File: src/rtl/tw_addr_gen.sv
// Twiddle-address sequencer for one R2^2 SDF FFT stage: tracks sample position in the
// sub-FFT, forms the twiddle exponent and drives the combinational twiddle ROM address.
module tw_addr_gen #(
  parameter int N_LOG     = 9,
  parameter int STAGE     = 0,
  parameter int DEPTH_LOG = 9
) (
  input  logic                 i_clk,
  input  logic                 i_rst,
  input  logic                 i_valid,
  input  logic                 i_sof,
  input  logic                 i_inverse,
  output logic [DEPTH_LOG-1:0] o_rom_addr,
  output logic                 o_valid,
  output logic                 o_trivial,
  output logic                 o_sof,
  output logic                 o_eof,
  output logic                 o_sof_err
);

  localparam int L_LOG = N_LOG - 2 * STAGE;
  localparam int SHIFT = 2 * STAGE;

  generate
    if (L_LOG < 4) begin : g_bad_stage
      $error("tw_addr_gen: sub-FFT size log2 (N_LOG - 2*STAGE) must be at least 4");
    end
    if (DEPTH_LOG != N_LOG) begin : g_bad_depth
      $error("tw_addr_gen: DEPTH_LOG must equal N_LOG");
    end
  endgenerate

  logic [L_LOG-1:0]     cnt;
  logic [L_LOG-1:0]     c_eff;
  logic [1:0]           q;
  logic [L_LOG-3:0]     r;
  logic [L_LOG-1:0]     r_ext;
  logic [L_LOG-1:0]     e;
  logic [DEPTH_LOG-1:0] a;
  logic [DEPTH_LOG-1:0] addr;
  logic                 inv_lat;
  logic                 inv_eff;

  always_comb begin
    c_eff = i_sof ? '0 : cnt;
    q     = c_eff[L_LOG-1 -: 2];
    r     = c_eff[L_LOG-3:0];
    r_ext = L_LOG'(r);
    // Multiplier k(q) is the bit-reversed quadrant, so e = r*{0,2,1,3} via shift/add
    unique case (q)
      2'd0:    e = '0;
      2'd1:    e = r_ext << 1;
      2'd2:    e = r_ext;
      default: e = r_ext + (r_ext << 1);
    endcase
    a       = DEPTH_LOG'(e) << SHIFT;
    inv_eff = (c_eff == '0) ? i_inverse : inv_lat;
    addr    = inv_eff ? -a : a;
  end

  always_ff @(posedge i_clk) begin
    if (i_rst) begin
      cnt        <= '0;
      inv_lat    <= 1'b0;
      o_rom_addr <= '0;
      o_valid    <= 1'b0;
      o_trivial  <= 1'b0;
      o_sof      <= 1'b0;
      o_eof      <= 1'b0;
      o_sof_err  <= 1'b0;
    end else begin
      o_valid   <= i_valid;
      o_sof     <= i_valid & (c_eff == '0);
      o_eof     <= i_valid & (c_eff == '1);
      o_sof_err <= i_valid & i_sof & (cnt != '0);
      if (i_valid) begin
        cnt        <= c_eff + 1'b1;
        o_rom_addr <= addr;
        o_trivial  <= (e == '0);
        if (c_eff == '0) inv_lat <= i_inverse;
      end
    end
  end

endmodule

File: config.mk
export PLATFORM = sky130hd
export DESIGN_NAME = tw_addr_gen
export DESIGN_NICKNAME = d
export VERILOG_FILES = /design/src/rtl/tw_addr_gen.sv
export SDC_FILE = /design/constraint.sdc
export NUM_CORES = 1
export LEC_CHECK = 0
export ABC_AREA = 1
export BUFFER_PORTS_ARGS = -buffer_cell sky130_fd_sc_hd__buf_2
export CORE_UTILIZATION = 40
export CTS_CLUSTER_SIZE = 16
export DETAILED_ROUTE_END_ITERATION = 8
export MAX_ROUTING_LAYER = met4
export RECOVER_POWER = 100
export SYNTH_ARGS = -nofsm -noshare
export SYNTH_HDL_FRONTEND = slang
export SYNTH_SLANG_ARGS = --single-unit
File: constraint.sdc
create_clock -name i_clk -period 3.3 [get_ports i_clk]
set_clock_uncertainty 0.2 [all_clocks]
set_input_delay 0.165 -clock i_clk [delete_from_list [all_inputs] [get_ports i_clk]]
set_output_delay 0.165 -clock i_clk [all_outputs]
set_load 0.02 [all_outputs]
==> impl_metrics.yaml, run 1 <==
run_status:
  status: "complete, no violations"
placed_design:
  place_inst: 328
  routabilityCongestion: 0.913
  port_buffers: 18
  dp_hpwl_um: 3020
grt:
  grt_max_degree: 22
  grt_overflow: 0
  groute.usage.overall_pct: 20.2
  antenna_found_initial: 0
  grt_pass1_wl_um: 6680
  grt_pass1_vias: 1513
route:
  wl_um: 3900
  routed-via-count: 1637
  ant_nets: 0
  drc: 0
  vias_per_cell: 4.95
  drt-pass1-iter-count: 4
  wl_per_cell_um: 11.8
  drt-initial-drc-count: 95
final_layout:
  drive_gt1_share_pct: 9.96
  stdcell_count: 331
  area_growth_pct: 8.46
  final_nets: 294
  antenna_cells: 0
floorplanning:
  start_util_pct: 41.8
  die_h_um: 66.6
  core-area_um2: 4000
  die_area_um2: 4440
  die_w_um: 66.6
  ios: 19
  num_rows: 23
logic_synthesis:
  syn_nets: 275
  synth_warnings: 0
  synth_top_family_by_area: "simple AND/OR/NAND/NOR gates"
  synth_fa_ha_area_share_pct: 4.49
  synth_xor_area_share_pct: 1.05
  syn-cell-area_um2: 1670
  ys_seq_area_share_pct: 28.8
  synth_compound_area_share_pct: 16.6
  synthCells: 264
  synthMuxAreaShare_pct: 0
  yosysUniqueCellTypes: 32
  avgSynthCellArea_um2: 6.33
  yosys.area_share.simple_pct: 38.0
  synth-seq-cells: 24
worst_setup_path:
  worstSetupEndpointType: "flop"
  crit_type: "reg2reg"
  r2r_slack_ps: 490
  regToRegStartpoint: "cnt[0]"
  required_ps: 3250
  reg2reg_to: "o_rom_addr[8]"
  cp-start-kind: "flop"
  cp_max_fo: 5
  cp.arrival_ps: 2760
  r2r_cells: 17
sta:
  finalHoldViolCount: 0
  fin_tns_setup_ps: 0
  setup_viol: 0
  timing.final.crit_period_ps: 2810
  worst_pin_slew_ps: 904
  maxSlewHeadroom_pct: 39.1
  fin_crit_sh_pct: 85.0
  fmax_mhz: 356
  drv_slew: 0
  rsz0062_at_grt: "no"
clocking:
  postCtsHoldBufs: 0
  clock_latency_ps: 260
  clock-sinks: 24
  post_cts_buffers: 0
  path_clk_slew_ps: 80
  cts_root_buffer: "clkbuf_8"
  h-tree-depth: 1
  cts_tree: "yes"
  post_cts_resized: 0
  cts_buffers: 3
  clk_path_buf_depth: 2
hold_path:
  hold_class: "in2reg"
  min_path_cells: 2
  hold_path_startpoint: "i_rst"
  hold_path_end: "o_rom_addr[1]"
power_and_ir_drop:
  power_density_nw_per_um2: 317
  leakage_nw: 0.895
  total_power_mw: 0.575
  vdd.ir_drop.worst_mv: 0.191
job:
  cap_violations: 0
-- per-stage QoR --
stage	utilization (%)	worst slack, ps	hold slack [ps]	instance area [um2]
detailed placement	45.2	542	255	1810
finish	45.3	493	14.4	1810
floorplan	-	802	129	1670
CTS	46.2	502	7.41	1850
global route	45.3	166	30.2	1810
global placement	45.2	484	253	1810
-- power breakdown --
part | total [mW] | switching [mW] | internal, mW
Sequential | 0.312 | 0.00925 | 0.303
Combinational | 0.0919 | 0.0646 | 0.0273
Clock | 0.170 | 0.0889 | 0.0816
-- area by class of cell --
| class | count | area [um2] |
|---|---|---|
| fillers | 446 | 2190 |
| multi-input cells | 193 | 983 |
| flip-flops and latches | 24 | 480 |
| inverters | 41 | 156 |
| repair buffers | 20 | 87.6 |
| well taps | 50 | 62.6 |
| clock buffers | 3 | 41.3 |
-- layout by cell type, fill, tap and decap left out, drive strengths merged --
| cell | synthesis | layout |
|---|---|---|
| o31ai | 1 | 1 |
| xor2 | 2 | 2 |
| a21oi | 14 | 14 |
| dfxtp | 24 | 24 |
| nor4 | 3 | 3 |
| nand3 | 19 | 19 |
| a31oi | 1 | 1 |
| o22ai | 1 | 1 |
| nand2 | 67 | 67 |
| buf | 1 | 6 |
| nor2 | 42 | 42 |
| a311oi | 1 | 1 |
| o221ai | 2 | 2 |
| inv | 41 | 41 |
| nor3 | 3 | 3 |
| o211ai | 2 | 2 |
| ha | 6 | 6 |
| clkbuf | 5 | 17 |
| o21ai | 25 | 25 |
| nand4 | 4 | 4 |
-- kinds of logic after synthesis --
| kind of cell | count (synthesis) |
|---|---|
| XOR/XNOR | 2 |
| flip-flops | 24 |
| AO/OA/AOI/OAI | 47 |
| buffers and inverters | 47 |
| AND/OR/NAND/NOR | 138 |
| adder cells (fa/ha/maj) | 6 |
-- cells in the mapped netlist --
master    instances  area [um2]
nand4_2           1        12.5
nand3_1          16        80.1
buf_6             1        11.3
nor2_2            4        25.0
a31oi_1           1        6.26
inv_1            38         143
o31ai_1           1        7.51
nor2_4            1        11.3
nand2_1          60         225
ha_1              6        75.1
nor3_1            3        15.0
a311oi_1          1        8.76
o21ai_4           1        16.3
nand4_1           3        18.8
inv_2             2        7.51
o21ai_1           6        30.0
inv_4             1        6.26
a21oi_1          14        70.1
nor4_1            3        18.8
o21ai_2           1        8.76
nor2_1           37         139
o22ai_1           1        6.26
nand2_4           3        33.8
o21ai_0          17        85.1
xor2_1            2        17.5
o221ai_1          2        17.5
o211ai_2          1        12.5
nand2_2           4        25.0
clkbuf_1          5        18.8
dfxtp_1          24         480
nand3_2           3        30.0
o211ai_1          1        7.51
-- routing by layer --
layer | part of all wire, % | GRT usage [%] | up-vias | wire (um)
li1 | - | - | 887 | -
met1 | 51 | 26.6 | 711 | 1980
met2 | 44 | 31.9 | 35 | 1730
met3 | 4.0 | 3.42 | 4 | 156
met4 | 0.80 | 5.05 | 0 | 31
met5 | 0 | - | - | 0
-- flip-flops by register name, indices dropped and copies added (netlist names) --
register / count
o_rom_addr: 9
inv_lat: 1
o_valid: 1
o_trivial: 1
o_sof: 1
o_eof: 1
o_sof_err: 1
cnt: 9
-- how the worst max path moves through the flow --
stage / startpoint / to / slack [ps] / depth (start not counted)
after global routing: cnt[0] / o_rom_addr[8] / 170 / 17
after floorplan: cnt[0] / o_rom_addr[8] / 800 / 17
after detailed placement: cnt[0] / o_rom_addr[8] / 540 / 17
final: cnt[0] / o_rom_addr[8] / 490 / 17
after global placement: cnt[0] / o_rom_addr[8] / 480 / 17
after CTS: cnt[0] / o_rom_addr[8] / 500 / 17
-- critical path, stage by stage, from the launching register on --
cell     delay (ps)
dfxtp_1         430
inv_1            70
nor2_1          200
inv_1            70
ha_1            310
nand2_1         100
nand3_1          80
inv_1            70
ha_1            160
inv_1            40
nor2_1           90
nand2_1          70
nor2_1           90
nand2_1          70
nor3_1          140
ha_1            250
o21ai_0         160
a21oi_1          80
No activity file was read; power rests on OpenSTA's default activity.
==> inputs of run 2 (changes only) <==
--- a/config.mk
+++ b/config.mk
@@ -11,7 +11,7 @@
 export CTS_CLUSTER_SIZE = 16
 export DETAILED_ROUTE_END_ITERATION = 8
 export MAX_ROUTING_LAYER = met4
-export RECOVER_POWER = 100
+export RECOVER_POWER = 25
 export SYNTH_ARGS = -nofsm -noshare
 export SYNTH_HDL_FRONTEND = slang
 export SYNTH_SLANG_ARGS = --single-unit
==> impl_metrics.yaml, run 2 (synthesis results as in run 1) <==
clocking:
  clock-sinks: 24
  cts_buffers: 3
  cts_root_buffer: "clkbuf_8"
  postCtsHoldBufs: 0
  cts_tree: "yes"
  clk_path_buf_depth: 2
  post_cts_buffers: 0
  clock_latency_ps: 260
  path_clk_slew_ps: 80
  h-tree-depth: 1
  post_cts_resized: 0
route:
  wl_um: 3930
  drc: 0
  routed-via-count: 1644
  vias_per_cell: 4.97
  ant_nets: 0
  drt-pass1-iter-count: 4
  wl_per_cell_um: 11.9
  drt-initial-drc-count: 102
floorplanning:
  ios: 19
  die_area_um2: 4440
  die_w_um: 66.6
  start_util_pct: 41.8
  num_rows: 23
  core-area_um2: 4000
  die_h_um: 66.6
final_layout:
  multi_input_area_um2: 1000
  stdcell_count: 331
  mostFrequentLayoutCells: "60 x nand2_1, 38 x inv_1, 37 x nor2_1, 24 x dfxtp_1, 17 x o21ai_0"
  seqCellArea_um2: 480
  design_area_um2: 1840
  final_common_cell: "nand2_1"
  area_growth_pct: 10.1
  drive_gt1_share_pct: 13.2
  final_nets: 294
  antenna_cells: 0
  top_regs: "cnt: 9 flops, o_rom_addr: 9 flops"
  fillCellCount: 443
power_and_ir_drop:
  p_clk_share_pct: 29.4
  p_sw_mw: 0.166
  p_int_mw: 0.415
  leakage_nw: 0.921
  combinationalPowerShare_pct: 16.9
  power_frac_seq_pct: 53.7
  p_sw_share_pct: 28.6
  power_density_nw_per_um2: 316
  vdd.ir_drop.worst_mv: 0.193
grt:
  grt_max_degree: 22
  grt_busiest_layer: "met2"
  use_met2_pct: 31.9
  antenna_found_initial: 0
  grt_pass1_wl_um: 6680
  met1_usage_pct: 26.6
  grt_overflow: 0
  use_met3_pct: 3.42
  groute.usage.overall_pct: 20.2
  grt_pass1_vias: 1513
worst_setup_path:
  r2r_cells: 17
  crit_type: "reg2reg"
  crit_end: "o_rom_addr[8]"
  cp_max_fo: 5
  required_ps: 3250
  r2r_slack_ps: 490
  cp-start-kind: "flop"
  worstSetupEndpointType: "flop"
  reg2reg_to: "o_rom_addr[8]"
  crit_start: "cnt[0]"
  regToRegStartpoint: "cnt[0]"
  cp.arrival_ps: 2760
sta:
  fin_crit_sh_pct: 85.0
  rsz0062_at_grt: "no"
  fin_tns_setup_ps: 0
  timing.final.crit_period_ps: 2810
  drv_slew: 0
  maxSlewHeadroom_pct: 68.9
  finalHoldViolCount: 0
  setup_viol: 0
  hold_slack_ps: 12.1
  worst_pin_slew_ps: 465
  fmax_mhz: 356
placed_design:
  routabilityCongestion: 0.913
  dp_hpwl_um: 3020
  place_inst: 328
  port_buffers: 18
  dpl-instance-area_um2: 1810
hold_path:
  hold_class: "in2reg"
job:
  cap_violations: 0
run_status:
  status: "complete, no violations"
## run 2: worst max-delay path, stage by stage, from the launching register on
cell and delay [ps]:
dfxtp_1 430, inv_1 70, nor2_1 200, inv_1 70
ha_1 310, nand2_1 100, nand3_1 80, inv_1 70
ha_1 160, inv_1 40, nor2_1 90, nand2_1 70
nor2_1 90, nand2_1 70, nor3_1 140, ha_1 250
o21ai_0 160, a21oi_1 80
## run 2: power by group through the flow
stage | combinational, mW | clock (mW) | sequential, mW
global placement | 0.101 | 0 | 0.318
CTS | 0.100 | 0.181 | 0.312
detailed placement | 0.100 | 0 | 0.319
floorplan | 0.0618 | 0 | 0.329
global route | 0.112 | 0.193 | 0.314
finish | 0.0983 | 0.171 | 0.312
## run 2: stage by stage
stage / setup WS [ps] / total power [mW] / utilization (%)
after floorplan: 802 / 0.391 / -
after global placement: 484 / 0.419 / 45.2
after detailed placement: 542 / 0.419 / 45.2
after CTS: 502 / 0.593 / 46.2
after global routing: 173 / 0.619 / 46.0
final: 493 / 0.582 / 46.0
## run 2: metal layers
layer | up-vias | routed length, um
met5 | - | 0
met3 | 6 | 145
met1 | 720 | 2000
li1 | 886 | -
met4 | 0 | 44
met2 | 32 | 1740
## run 2: worst min-delay path by stage
| stage | from | endpoint | slack (ps) | cells after the start |
|---|---|---|---|---|
| 6_report | i_rst | o_rom_addr[1] | 10 | 2 |
| 3_5_place_dp | o_rom_addr[1] | o_rom_addr[1] | 250 | 2 |
| 5_1_grt | i_rst | o_rom_addr[8] | 30 | 2 |
| 2_1_floorplan | i_valid | o_sof_err | 130 | 2 |
| 4_1_cts | i_rst | o_rom_addr[1] | 7 | 2 |
| 3_3_place_gp | o_rom_addr[1] | o_rom_addr[1] | 250 | 2 |
## run 2: layout make-up
type / instances / area share [%]
flip-flops and latches: 24 / 26.1
multi-input cells: 193 / 54.6
well taps: 50 / 3.40
repair buffers: 20 / 5.17
inverters: 41 / 8.50
clock buffers: 3 / 2.24
==> inputs of run 3 (changes only) <==
--- a/config.mk
+++ b/config.mk
@@ -7,7 +7,9 @@
 export LEC_CHECK = 0
 export ABC_AREA = 1
 export BUFFER_PORTS_ARGS = -buffer_cell sky130_fd_sc_hd__buf_2
+export CORE_MARGIN = 10
 export CORE_UTILIZATION = 40
+export CTS_BUF_LIST = sky130_fd_sc_hd__clkbuf_8 sky130_fd_sc_hd__clkbuf_16
 export CTS_CLUSTER_SIZE = 16
 export DETAILED_ROUTE_END_ITERATION = 8
 export MAX_ROUTING_LAYER = met4
@@ -15,3 +17,4 @@
 export SYNTH_ARGS = -nofsm -noshare
 export SYNTH_HDL_FRONTEND = slang
 export SYNTH_SLANG_ARGS = --single-unit
+export TNS_END_PERCENT = 50
==> impl_metrics.yaml, run 3 (synthesis results as in run 1) <==
sta:
  setup_viol: 0
  rsz0062_at_grt: "no"
  drv_slew: 0
  worst_pin_slew_ps: 447
  maxSlewHeadroom_pct: 70.2
  fin_tns_setup_ps: 0
  fin_crit_sh_pct: 86.5
  fmax_mhz: 350
  finalHoldViolCount: 0
  worst_slack_ps: 445
  hold_slack_ps: 30.8
  timing.final.crit_period_ps: 2860
grt:
  use_met2_pct: 18.1
  antenna_found_initial: 0
  groute.usage.overall_pct: 11.9
  grt_max_degree: 22
  grt_busiest_layer: "met2"
  grt_pass1_vias: 1553
  use_met3_pct: 3.19
  grt_overflow: 0
  grt_pass1_wl_um: 7160
  met1_usage_pct: 15.3
clocking:
  post_cts_buffers: 0
  h-tree-depth: 1
  clock_latency_ps: 260
  cts_root_buffer: "clkbuf_8"
  cts_tree: "yes"
  clk_path_buf_depth: 2
  clock-sinks: 24
  post_cts_resized: 0
  postCtsHoldBufs: 0
  cts_buffers: 3
  path_clk_slew_ps: 80
final_layout:
  fillCellCount: 452
  multi_input_area_um2: 1000
  mostFrequentLayoutCells: "60 x nand2_1, 38 x inv_1, 37 x nor2_1, 24 x dfxtp_1, 17 x o21ai_0"
  drive_gt1_share_pct: 13.2
  top_regs: "cnt: 9 flops, o_rom_addr: 9 flops"
  seqCellArea_um2: 480
  area_growth_pct: 10.1
  final_nets: 294
  fin_util_pct: 45.7
  final_common_cell: "nand2_1"
  antenna_cells: 0
hold_path:
  hold_class: "in2reg"
floorplanning:
  ios: 19
  num_rows: 23
  die_h_um: 84.6
  die_w_um: 84.6
  start_util_pct: 41.5
  die_area_um2: 7160
  core-area_um2: 4030
placed_design:
  port_buffers: 18
  dp_hpwl_um: 3240
  place_ws_ps: 488
  routabilityCongestion: 0.857
route:
  ant_nets: 0
  routed-via-count: 1629
  wl_um: 4080
  drc: 0
  wl_per_cell_um: 12.3
  vias_per_cell: 4.92
  drt-initial-drc-count: 84
  drt-pass1-iter-count: 4
worst_setup_path:
  cp-start-kind: "flop"
  required_ps: 3250
  reg2reg_to: "o_rom_addr[8]"
  r2r_slack_ps: 440
  crit_end: "o_rom_addr[8]"
  worstSetupEndpointType: "flop"
  crit_type: "reg2reg"
  cp_max_fo: 7
  cp.arrival_ps: 2810
  crit_start: "cnt[2]"
  r2r_cells: 18
  regToRegStartpoint: "cnt[2]"
power_and_ir_drop:
  power_density_nw_per_um2: 316
  leakage_nw: 0.922
  total_power_mw: 0.581
  vdd.ir_drop.worst_mv: 0.270
job:
  cap_violations: 0
run_status:
  status: "complete, no violations"
[run 3: cell counts in the layout (fill, tap and decap cells not counted)]
No cell type changed its count.
[run 3: metrics by stage]
step | area, um2 | cells
global placement | 1810 | 328
finish | 1840 | 331
global route | 1840 | 331
floorplan | 1670 | 264
CTS | 1850 | 331
detailed placement | 1810 | 328
[run 3: report_power, final]
part / switching, mW / internal (mW)
clock: 0.0878 / 0.0816
sequential: 0.00893 / 0.303
combinational: 0.0682 / 0.0311
[run 3: cell type report]
| type | count | share of cell area (%) |
|---|---|---|
| Multi-Input combinational cell | 193 | 54.6 |
| Sequential cell | 24 | 26.1 |
| Clock buffer | 3 | 2.24 |
| Tap cell | 50 | 3.40 |
| Inverter | 41 | 8.50 |
| Timing Repair Buffer | 20 | 5.17 |
[run 3: worst min-delay path by stage]
stage	end	from	depth (start not counted)
5_1_grt	o_valid	i_rst	2
3_5_place_dp	o_rom_addr[1]	o_rom_addr[1]	2
2_1_floorplan	o_sof_err	i_valid	2
4_1_cts	o_eof	i_rst	2
6_report	o_valid	i_rst	2
3_3_place_gp	o_rom_addr[1]	o_rom_addr[1]	2
[run 3: metal layers]
layer | share of wire, % | vias to the layer above
met1 | 49 | 694
met5 | 0 | -
met4 | 1.9 | 0
met2 | 44 | 29
li1 | - | 896
met3 | 4.6 | 10
[run 3: worst max-delay path, stage by stage (launching register included)]
cell and delay (ps):
dfxtp_1 470, nand2_1 220, inv_1 120, nor2_1 50
a21oi_1 120, ha_1 160, inv_1 40, nand2_1 110
nand4_1 120, nand2_1 80, nand2_1 40, nand2_1 50
nand2_1 60, nand2_1 150, nand2_1 90, nor3_1 170
ha_1 260, o21ai_0 170, a21oi_1 80
